--- src/rtl/shift_pkg.sv ---
// Shared definitions for the shift sweep sequencer.
//   state_t   : sequencer FSM states
//   N_DEFAULT : default log2 of the operand width
//   W         : operand width for the default configuration (2**N_DEFAULT)
package shift_pkg;

  typedef enum logic [1:0] {
    IDLE  = 2'd0,
    ARMED = 2'd1,
    RUN   = 2'd2,
    DONE  = 2'd3
  } state_t;

  localparam int N_DEFAULT = 3;
  localparam int W         = 2 ** N_DEFAULT;

endpackage

--- src/rtl/shift_sweep_sequencer_tick_gen.sv ---
// Free-running prescaler that produces a one-cycle tick every TICK_DIV
// enabled cycles.
//   clk   : system clock
//   reset : synchronous active-high reset, clears the count
//   clr   : synchronous clear of the count (takes effect over en)
//   en    : count enable
//   tick  : high while enabled and the count sits at TICK_DIV-1
module tick_gen #(
  parameter int unsigned TICK_DIV = 100_000_000
) (
  input  logic clk,
  input  logic reset,
  input  logic clr,
  input  logic en,
  output logic tick
);

  localparam int unsigned CW = $clog2(TICK_DIV);
  localparam logic [CW-1:0] LAST = CW'(TICK_DIV - 1);

  logic [CW-1:0] cnt;

  // NOTE: sequential state is always written with non-blocking assignments so
  // every register samples its inputs from before the edge.
  always_ff @(posedge clk) begin
    if (reset || clr) begin
      cnt <= '0;
    end else if (en) begin
      if (cnt == LAST) cnt <= '0;
      else             cnt <= cnt + 1'b1;
    end
  end

  // Combinational so the step happens on the same edge the count wraps.
  assign tick = en && (cnt == LAST);

endmodule

--- src/rtl/shift_sweep_sequencer.sv ---
// Control stage in front of the multi-mode barrel shifter. Holds the operand,
// direction and shift amount, steps the amount manually or on a prescaled
// tick, registers the shifter result, and reports completion of a full sweep.
//   clk, reset       : clock and synchronous active-high reset
//   load, din, dir_in: capture a new operand and direction
//   start, stop, step: sweep control pulses
//   a_out, amt_out, s_out : shifter A, AMT and s
//   y_in             : shifter result Y for the current outputs
//   y_reg            : registered result (lags amt_out by one step)
//   busy             : high while sweeping automatically
//   done             : one-cycle pulse when an automatic sweep wraps
module shift_sweep_sequencer
  import shift_pkg::*;
#(
  parameter int          N        = 3,
  parameter int unsigned TICK_DIV = 100_000_000
) (
  input  logic              clk,
  input  logic              reset,
  input  logic              load,
  input  logic [2**N-1:0]   din,
  input  logic              dir_in,
  input  logic              start,
  input  logic              stop,
  input  logic              step,
  output logic [2**N-1:0]   a_out,
  output logic [N-1:0]      amt_out,
  output logic              s_out,
  input  logic [2**N-1:0]   y_in,
  output logic [2**N-1:0]   y_reg,
  output logic              busy,
  output logic              done
);

  localparam logic [N-1:0] AMT_MAX = '1;

  state_t state;
  logic   tick;

  // The prescaler only runs in RUN; a stop clears it so a resumed sweep
  // always waits a full period before its first step.
  tick_gen #(
    .TICK_DIV (TICK_DIV)
  ) u_tick_gen (
    .clk   (clk),
    .reset (reset),
    .clr   ((state != RUN) || stop),
    .en    (state == RUN),
    .tick  (tick)
  );

  always_ff @(posedge clk) begin
    if (reset) begin
      state   <= IDLE;
      a_out   <= '0;
      amt_out <= '0;
      s_out   <= 1'b0;
      y_reg   <= '0;
      busy    <= 1'b0;
      done    <= 1'b0;
    end else begin
      done <= 1'b0;
      unique case (state)
        IDLE: begin
          if (load) begin
            state   <= ARMED;
            a_out   <= din;
            s_out   <= dir_in;
            amt_out <= '0;
            y_reg   <= '0;
          end
        end

        ARMED, DONE: begin
          if (load) begin
            state   <= ARMED;
            a_out   <= din;
            s_out   <= dir_in;
            amt_out <= '0;
            y_reg   <= '0;
          end else if (start) begin
            state <= RUN;
            busy  <= 1'b1;
          end else if (step) begin
            // Manual steps wrap silently; done belongs to automatic sweeps.
            state   <= ARMED;
            y_reg   <= y_in;
            amt_out <= amt_out + 1'b1;
          end
        end

        RUN: begin
          if (stop) begin
            state <= ARMED;
            busy  <= 1'b0;
          end else if (tick) begin
            y_reg   <= y_in;
            amt_out <= amt_out + 1'b1;
            if (amt_out == AMT_MAX) begin
              state <= DONE;
              busy  <= 1'b0;
              done  <= 1'b1;
            end
          end
        end

        default: state <= IDLE;
      endcase
    end
  end

endmodule

--- config.mk ---
export PLATFORM = sky130hd
export DESIGN_NAME = shift_sweep_sequencer
export DESIGN_NICKNAME = d
export VERILOG_FILES = /design/src/rtl/shift_pkg.sv /design/src/rtl/shift_sweep_sequencer_tick_gen.sv /design/src/rtl/shift_sweep_sequencer.sv
export SDC_FILE = /design/constraint.sdc
export NUM_CORES = 1
export LEC_CHECK = 0
export CAP_MARGIN = 20
export CORE_MARGIN = 2
export CORE_UTILIZATION = 52
export DETAILED_ROUTE_END_ITERATION = 16
export PLACE_DENSITY_LB_ADDON = 0.15
export SLEW_MARGIN = 20
export SYNTH_ARGS = -nofsm -noshare
export SYNTH_HDL_FRONTEND = slang
export SYNTH_HIERARCHICAL = 1
export SYNTH_SLANG_ARGS = --single-unit
--- constraint.sdc ---
create_clock -name clk -period 2.8 [get_ports clk]
set_input_delay 0.84 -clock clk [delete_from_list [all_inputs] [get_ports clk]]
set_output_delay 0.84 -clock clk [all_outputs]
set_load 0.03 [all_outputs]
* Word-level counts from Yosys, hierarchy flattened *
Cells that the tools add are included.

word-level totals
  logic and storage cells = 70
  bits of input ports = 23
  output and inout bits = 22
  register bits after elaboration = 51

cells by class
  multiplexer cells = 30
  add/sub/neg operators = 2
  bitwise logic cells = 2
  reductions and logical operators = 12
  equality and inequality tests = 16

operator list
  cell                                                             count
  8-bit 2-to-1 mux                                                 6
  27-bit by 1-bit adder with 27-bit output, second input constant  1
  27-bit == test, second input constant                            1
  27-bit 2-to-1 mux                                                1
  8-bit case mux with 3 select lines                               1
  3-bit 2-to-1 mux                                                 6
  2-bit 2-to-1 mux                                                 7
  2-bit inequality test, second input constant                     6
  3-bit inequality test, second input constant                     4
  5-bit AND reduction                                              2
  3-bit case mux with 3 select lines                               1
  1-bit 2-to-1 mux                                                 6
  2-bit case mux with 3 select lines                               1
  2-bit == test, second input constant                             2
  4-bit inequality test, second input constant                     1
  4-bit AND reduction                                              1
  4-bit OR reduction                                               1
  3-bit by 1-bit adder with 3-bit output, second input constant    1
  3-bit == test, second input constant                             1
  3-bit OR reduction                                               1
  2-bit by 1-bit == test with 1-bit output, second input constant  1
  2-bit logical NOT                                                1
  1-bit logical OR                                                 2
  1-bit inverter                                                   2
  other kinds (5)                                                  5

* Logic depth before layout (Yosys ltp) *
Gate-level depths: netlist of run 1.

  depth in word-level cells = 5
  mapped depth = 10
  depth with buffers taken out = 8

* Modules after synthesis *
Netlist of run 1, hierarchy kept.

by module, submodules not included
  module                 cells each  sequential area each (µm²)  times used  area each (µm²)
  tick_gen               156         540.5                       1           1347.5
  shift_sweep_sequencer  119         480.5                       1           1062.3

* Least setup slack after synthesis of run 1 *
No wires, ideal clock.

  path kind = register to register
  from = reg state[0]
  to = reg u_tick_gen.cnt[19]
  path slack = 739 ps
  buffers on the path = 2
  period minus slack after synthesis = 2061 ps
  library setup time = 73 ps
  data arrival time = 1989 ps
  cell stages (with the launch flop) = 9
  data required time = 2727 ps
  cells stage by stage = dfxtp_1 > nand2b_4 > inv_2 > buf_4 > nand4_2 > or4_4 > buf_6 > or3_1 > a21oi_1

on the way
  cells in the longest elaborated chain, start to end = 3
  elaborated cells between the ends (all ways) = 4
  those cells by class = eq/ne (2); reduce/logical (2)

ends and longest elaborated chain
  item                    RTL line                              RTL
  start, declared         shift_sweep_sequencer.sv:37           state_t state;
  start signal, assigned  shift_sweep_sequencer.sv:54           state <= IDLE;
  start signal, assigned  shift_sweep_sequencer.sv:66           state <= ARMED;
  start signal, assigned  shift_sweep_sequencer.sv:76           state <= ARMED;
  2-bit inequality test   shift_sweep_sequencer.sv:47           .clr ((state != RUN) || stop),
  1-bit logical OR        shift_sweep_sequencer.sv:47
  1-bit logical OR        shift_sweep_sequencer_tick_gen.sv:26  if (reset || clr) begin
  end signal, assigned    shift_sweep_sequencer_tick_gen.sv:30  else cnt <= cnt + 1'b1;
  end, declared           shift_sweep_sequencer_tick_gen.sv:21  logic [CW-1:0] cnt;

Parallel ways exist; a longest one is shown, timed or not.
A chain may end at the register's enable or synchronous reset.

* Final worst setup path of run 1 *
  from = reg state[0]
  to = reg y_reg[5]

on the way
  cells in the longest elaborated chain, start to end = 4
  elaborated cells between the ends (all ways) = 13
  those cells by class = eq/ne (8); mux (1); reduce/logical (4)

ends and longest elaborated chain
  item                             RTL line                              RTL
  2-bit == test                    shift_sweep_sequencer.sv:48           .en (state == RUN),
  1-bit logical AND                shift_sweep_sequencer_tick_gen.sv:35  assign tick = en && (cnt == LAST);
  via tick                         shift_sweep_sequencer.sv:38           logic tick;
  2-bit inequality test (no line)  -
  5-bit AND reduction (no line)    -
  end signal, assigned             shift_sweep_sequencer.sv:87           y_reg <= y_in;
  end signal, assigned             shift_sweep_sequencer.sv:97           y_reg <= y_in;
  end, declared                    shift_sweep_sequencer.sv:30           output logic [2**N-1:0] y_reg,

The timed path passes the listed nets, and every way through them passes these cells.

==> results.toml, run 1 <==
[floorplan]
die_h_um = 72.08
die_w_um = 72.08
rows = 24
fp.coreArea_um2 = 4414
start_util = 0.5459
io_pins = 45
dieArea_um2 = 5195

[power_and_ir_drop]
leakagePower_nw = 1.009
finalPower_mw = 1.431
p_per_area_nw_per_um2 = 482.4
irDropWorstVdd_v = 0.0003627

[drt]
wirelength_um = 4890
dr_total_vias = 2036
drc_errors = 0
drtIter0Drc = 97
viasPerCell = 5.488
dr.pass1.iters = 4
post_drt_wl_per_cell_um = 13.18
ant_nets = 0

[critical_path]
startpoint_type = "flop"
crit_path_max_fanout = 14
cp_num_buf_inv = 3
slowest_delay_ns = 0.38
worst-path-stages = 9
crit_chain = "nand2b_4 > inv_2 > and4_1 > nand4_1 > nor2_1 > inv_1 > o311ai_4 > buf_4 > mux2i_1"
cp.required_ns = 3.03
cp_top_family = "simple AND/OR/NAND/NOR gates"
crit_path_end = "y_reg[5]$_SDFFE_PP0P_"
startpoint = "state[0]$_SDFFE_PP0P_"
cp-end-kind = "flop"
rr_endpoint = "y_reg[5]$_SDFFE_PP0P_"
r2r_setup_slack_ns = 0.43
reg2reg_from = "state[0]$_SDFFE_PP0P_"
crit_type = "flop to flop"
cpMaxStageDelayCell = "dfxtp_1"
reg2regPathDepth = 9
critPathArrivalTime_ns = 2.60

[cts]
numCtsBuffers = 5
clk_pin_slew_worst_paths_ns = 0.09
clkLatencyLatePin_ns = 0.30
cts_tree = "done"
ctsResizeCount = 0
hold_buffers = 0
htree_levels = 2
cts_setup_buffers = 0
cts.sinks = 51
cts_root_buf = "clkbuf_8"
clockBufferDepth = 2

[timing]
whs_ns = 0.4560
worst_pin_slew_ns = 0.5639
hold_viol_final = 0
finalSetupViolCount = 0
max_freq_mhz = 421.9
fin_crit_ns = 2.370
finalMaxSlewViolations = 0
finalClockSkew_ns = 0.003566
tns_ns = 0
fin_crit_sh = 0.8465
grt_setup_unrepaired = "false"
relSlewSlack = 0.6206

[global_route]
grt_start_max_net_pins = 26
grt_pass1_wl_um = 8086
grt_util_all_layers = 0.1979
grt_pass1_vias = 1782
antenna_found_initial = 0
overflow = 0

[final_layout]
largest_register_ffs = 27
finalNetCount = 344
fillers = 358
instances_no_fill = 371
n_antenna_cell = 0
final_util = 0.6721
final_layout_size_suffix_gt1_frac = 0.06897
area_growth_pct = 23.11

[synthesis]
synth_flop_cell = "dfxtp_1"
synth_area_um2 = 2410
synth_edf_count = 0
ys_seq_elements = 51
synthArstFlopShare = 0
yosysTopAreaCell = "dfxtp_1"
synth.area.top_cells = "dfxtp_1 (42%), nand2_1 (5.1%), mux2i_1 (5.0%)"
synth_most_common_cell = "dfxtp_1"
yosysUniqueCellTypes = 44
ys_seq_area_frac = 0.4237
syn_nets = 301
avgSynthCellArea_um2 = 8.763
ys.warnings.count = 6
synthTopCellsByCount = "dfxtp_1 (51), nand2_1 (33), nor2_1 (26)"
synth_top_area_frac = 0.4237
synthCells = 275

[outcome]
outcome = "complete, no violations"

[place]
placed_cells = 363
hpwl_um = 3497
io_buffers = 44
place_congestion = 0.7596

[run]
max_cap_violations = 0

[min_path]
hold_class = "flop to flop"
-- power by group --
| group | leakage (nW) | switching, mW | internal (mW) |
|---|---|---|---|
| logic | 0.544 | 0.111 | 0.102 |
| registers | 0.414 | 0.0160 | 0.747 |
| clock network | 0.0515 | 0.230 | 0.226 |
| total | 1.01 | 0.356 | 1.07 |
-- worst reg2reg max path, stage by stage (launching register included) --
cell and delay [ns]:
dfxtp_1 0.38, nand2b_4 0.25, inv_2 0.16, and4_1 0.25, nand4_1 0.19, nor2_1 0.22
inv_1 0.11, o311ai_4 0.25, buf_4 0.26, mux2i_1 0.23
-- how the worst min path moves through the flow --
stage | start | slack (ns) | depth (start not counted) | to
2_1_floorplan | u_tick_gen/cnt[26]$_SDFFE_PP0P_ | 0.45 | 2 | u_tick_gen/cnt[26]$_SDFFE_PP0P_
3_3_place_gp | a_out[0]$_SDFFE_PP0P_ | 0.44 | 2 | a_out[0]$_SDFFE_PP0P_
3_5_place_dp | a_out[3]$_SDFFE_PP0P_ | 0.45 | 2 | a_out[3]$_SDFFE_PP0P_
4_1_cts | a_out[5]$_SDFFE_PP0P_ | 0.46 | 2 | a_out[5]$_SDFFE_PP0P_
5_1_grt | a_out[5]$_SDFFE_PP0P_ | 0.48 | 2 | a_out[5]$_SDFFE_PP0P_
6_report | a_out[5]$_SDFFE_PP0P_ | 0.46 | 2 | a_out[5]$_SDFFE_PP0P_
-- metrics by stage --
stage / setup slack [ns] / area [um^2]
floorplan: 0.7389 / 2410
global placement: 0.5435 / 2867
detailed placement: 0.4517 / 2867
CTS: 0.4395 / 2967
global route: 0.2535 / 2967
finish: 0.4299 / 2967
-- metal layers --
layer,up-vias,share of wire,track usage
li1,1057,-,-
met1,940,0.49,0.2614
met2,33,0.46,0.3068
met3,6,0.042,0.05694
met4,0,0.014,0.07547
met5,-,0,0
-- layout make-up --
| cell class | count | area [um^2] | share of cell area |
|---|---|---|---|
| clock buffer | 8 | 100.1 | 0.03374 |
| multi-input combinational | 205 | 1276 | 0.4302 |
| inverter | 5 | 18.77 | 0.006326 |
| timing repair buffer | 50 | 485.5 | 0.1636 |
| sequential | 51 | 1021 | 0.3442 |
| tap | 52 | 65.06 | 0.02193 |
-- layout by cell type (no fill, tap or decap), types with 2 or more instances in the layout --
| cell type | instances |
|---|---|
| and2_1 | 2 |
| and4_1 | 5 |
| ha_1 | 3 |
| buf_4 | 6 |
| o21ai_1 | 2 |
| xnor2_1 | 10 |
| dfxtp_1 | 51 |
| nor2_1 | 26 |
| or3_1 | 5 |
| mux2i_1 | 12 |
| a31o_2 | 2 |
| clkdlybuf4s50_1 | 44 |
| nor4_1 | 4 |
| and3_1 | 3 |
| a21oi_1 | 22 |
| clkbuf_8 | 7 |
| o31ai_1 | 4 |
| xor2_1 | 6 |
| inv_1 | 4 |
| a211oi_1 | 2 |
| o21ai_0 | 5 |
| nor3_1 | 5 |
| nand3_1 | 12 |
| nand2b_1 | 12 |
| or4_1 | 2 |
| nand4_1 | 14 |
| nand2_1 | 33 |
-- cells by family (layout without fill, tap and decap cells) --
family / after synthesis / count (layout) / share of synthesized area
AO/OA/AOI/OAI: 40 / 40 / 0.1028
XOR/XNOR: 16 / 16 / 0.05815
adder cells (fa/ha/maj): 3 / 3 / 0.01558
buffers and inverters: 19 / 63 / 0.04672
flip-flops: 51 / 51 / 0.4237
multiplexers: 12 / 12 / 0.04985
AND/OR/NAND/NOR: 134 / 134 / 0.3032
Note: power is estimated with default switching activity, not from simulation.
==> run 2, diff against run 1 <==
--- a/config.mk
+++ b/config.mk
@@ -7,7 +7,7 @@
 export LEC_CHECK = 0
 export CAP_MARGIN = 20
 export CORE_MARGIN = 2
-export CORE_UTILIZATION = 52
+export CORE_UTILIZATION = 47
 export DETAILED_ROUTE_END_ITERATION = 16
 export PLACE_DENSITY_LB_ADDON = 0.15
 export SLEW_MARGIN = 20
==> constraint.sdc (replaced) <==
create_clock -name clk -period 2.1 [get_ports clk]
set_input_delay 0.63 -clock clk [delete_from_list [all_inputs] [get_ports clk]]
set_output_delay 0.63 -clock clk [all_outputs]
set_load 0.03 [all_outputs]
==> results.toml, run 2 (synthesized netlist as in run 1, its figures left out) <==
[timing]
hold_viol_final = 0
grt_setup_unrepaired = "false"
worst_pin_slew_ns = 0.3610
relSlewSlack = 0.7579
fin_crit_ns = 2.017
max_freq_mhz = 495.8
fin_crit_sh = 0.9605
finalClockSkew_ns = 0.01037
finalSetupViolCount = 0
fin_ws_ns = 0.08293
finalMaxSlewViolations = 0

[critical_path]
cp_top_family = "buffers and inverters"
crit_path_max_fanout = 4
cpMaxStageDelayCell = "clkdlybuf4s50_1"
critPathArrivalTime_ns = 1.39
cp.required_ns = 1.47
crit_type = "flop to output pin"
cp-end-kind = "output pin"
crit_chain = "clkdlybuf4s50_1"
slowest_delay_ns = 0.69
cp_num_buf_inv = 1
reg2reg_from = "state[0]$_SDFFE_PP0P_"
startpoint_type = "flop"
startpoint = "amt_out[0]$_SDFFE_PP0P_"

[final_layout]
area_growth_pct = 35.15
final_layout_size_suffix_gt1_frac = 0.1441
final_common_cell = "dfxtp_1"
final_cell_mix = "dfxtp_1 (51), clkdlybuf4s50_1 (44), nand2_1 (33), buf_4 (32), nor2_1 (26)"
instances_no_fill = 417
fillers = 447
largest_register_ffs = 27
finalNetCount = 372
n_antenna_cell = 0
final_area_um2 = 3257

[floorplan]
rows = 26
io_pins = 45
dieArea_um2 = 5716
start_util = 0.4779
fp.coreArea_um2 = 5042
die_h_um = 75.61
die_w_um = 75.61

[power_and_ir_drop]
pwr-share-clk = 0.374
p_sw_frac = 0.2311
power.internal_mw = 1.629
p_per_area_nw_per_um2 = 650.5
leakagePower_nw = 1.181
irDropWorstVdd_v = 0.0004555
p_seq_frac = 0.478
finalPower_mw = 2.119
p_switching_mw = 0.4896
pwr-share-comb = 0.148

[min_path]
hold_class = "flop to flop"
min_from = "a_out[3]$_SDFFE_PP0P_"

[run]
max_cap_violations = 0

[cts]
ctsResizeCount = 0
clockBufferDepth = 2
numCtsBuffers = 5
clkLatencyLatePin_ns = 0.31
hold_buffers = 0
htree_levels = 2
clk_pin_slew_worst_paths_ns = 0.09
cts.sinks = 51
cts_root_buf = "clkbuf_8"
cts_tree = "done"

[drt]
dr.pass1.iters = 4
viasPerCell = 5.228
wirelength_um = 5146
ant_nets = 0
drc_errors = 0
dr_total_vias = 2180
post_drt_wl_per_cell_um = 12.34
drtIter0Drc = 98

[outcome]
outcome = "complete, no violations"

[place]
placed_cells = 408
place_ws_ns = -0.1023
placed_area_um2 = 3104
io_buffers = 44
place_congestion = 0.7945
hpwl_um = 3694

[global_route]
antenna_found_initial = 0
overflow = 0
grt_start_max_net_pins = 28
grt_pass1_wl_um = 8452
grt_pass1_vias = 1941
grt_util_all_layers = 0.1917
## run 2: changes by cell type in the layout (fill, tap and decap cells not counted)
cell | previous run | this run
clkbuf_8 | 7 | 5
buf_4 | 6 | 32
buf_12 | 0 | 2
bufinv_16 | 0 | 2
## run 2: repair_timing
| item | CTS | global route |
|---|---|---|
| endpoints found under the hold margin | 0 | 0 |
| setup endpoints to repair | 11 | 0 |
| buffers inserted | 1 | 0 |
## run 2: path summary, 6_finish.rpt
path / slack (ns) / cells after the start / endpoint
setup / recovery: 0.08 / 1 / amt_out[0]
hold / removal: 0.46 / 2 / a_out[3]$_SDFFE_PP0P_
setup reg to reg: 0.12 / 6 / u_tick_gen/cnt[25]$_SDFFE_PP0P_
hold reg to reg: 0.46 / 2 / a_out[3]$_SDFFE_PP0P_
## run 2: final cells by class
cell class                 instances  area [um^2]  area share
sequential                        51         1021      0.3135
clock buffer                       6        72.57     0.02228
timing repair buffer              78        720.7      0.2213
inverter                           5        18.77    0.005763
multi-input combinational        205         1276      0.3919
clock inverter                     2        60.06     0.01844
tap                               70        87.58     0.02689
## run 2: layer usage
layer / wire, um / GRT usage / vias to the layer above
met4: 51 / 0.05263 / 0
met1: 2315 / 0.2420 / 1017
met3: 237 / 0.04630 / 6
li1: - / - / 1117
met5: 0 / 0 / -
met2: 2542 / 0.3275 / 40
## run 2: power by group through the flow
| stage | logic [mW] | registers [mW] | clock network [mW] |
|---|---|---|---|
| 6_report | 0.313 | 1.01 | 0.792 |
| 5_1_grt | 0.338 | 1.02 | 0.854 |
| 4_1_cts | 0.316 | 1.01 | 0.811 |
| 3_5_place_dp | 0.304 | 1.04 | 0 |
| 3_3_place_gp | 0.301 | 1.03 | 0 |
| 2_1_floorplan | 0.124 | 1.09 | 0 |
## run 2: metrics by stage
stage               hold slack, ns  TNS [ns]    util
floorplan                   0.4471         0       -
global placement            0.4414   -0.7296  0.6156
detailed placement          0.4481   -0.9842  0.6156
CTS                         0.4612         0  0.6459
global route                0.4896         0  0.6459
finish                      0.4584         0  0.6459
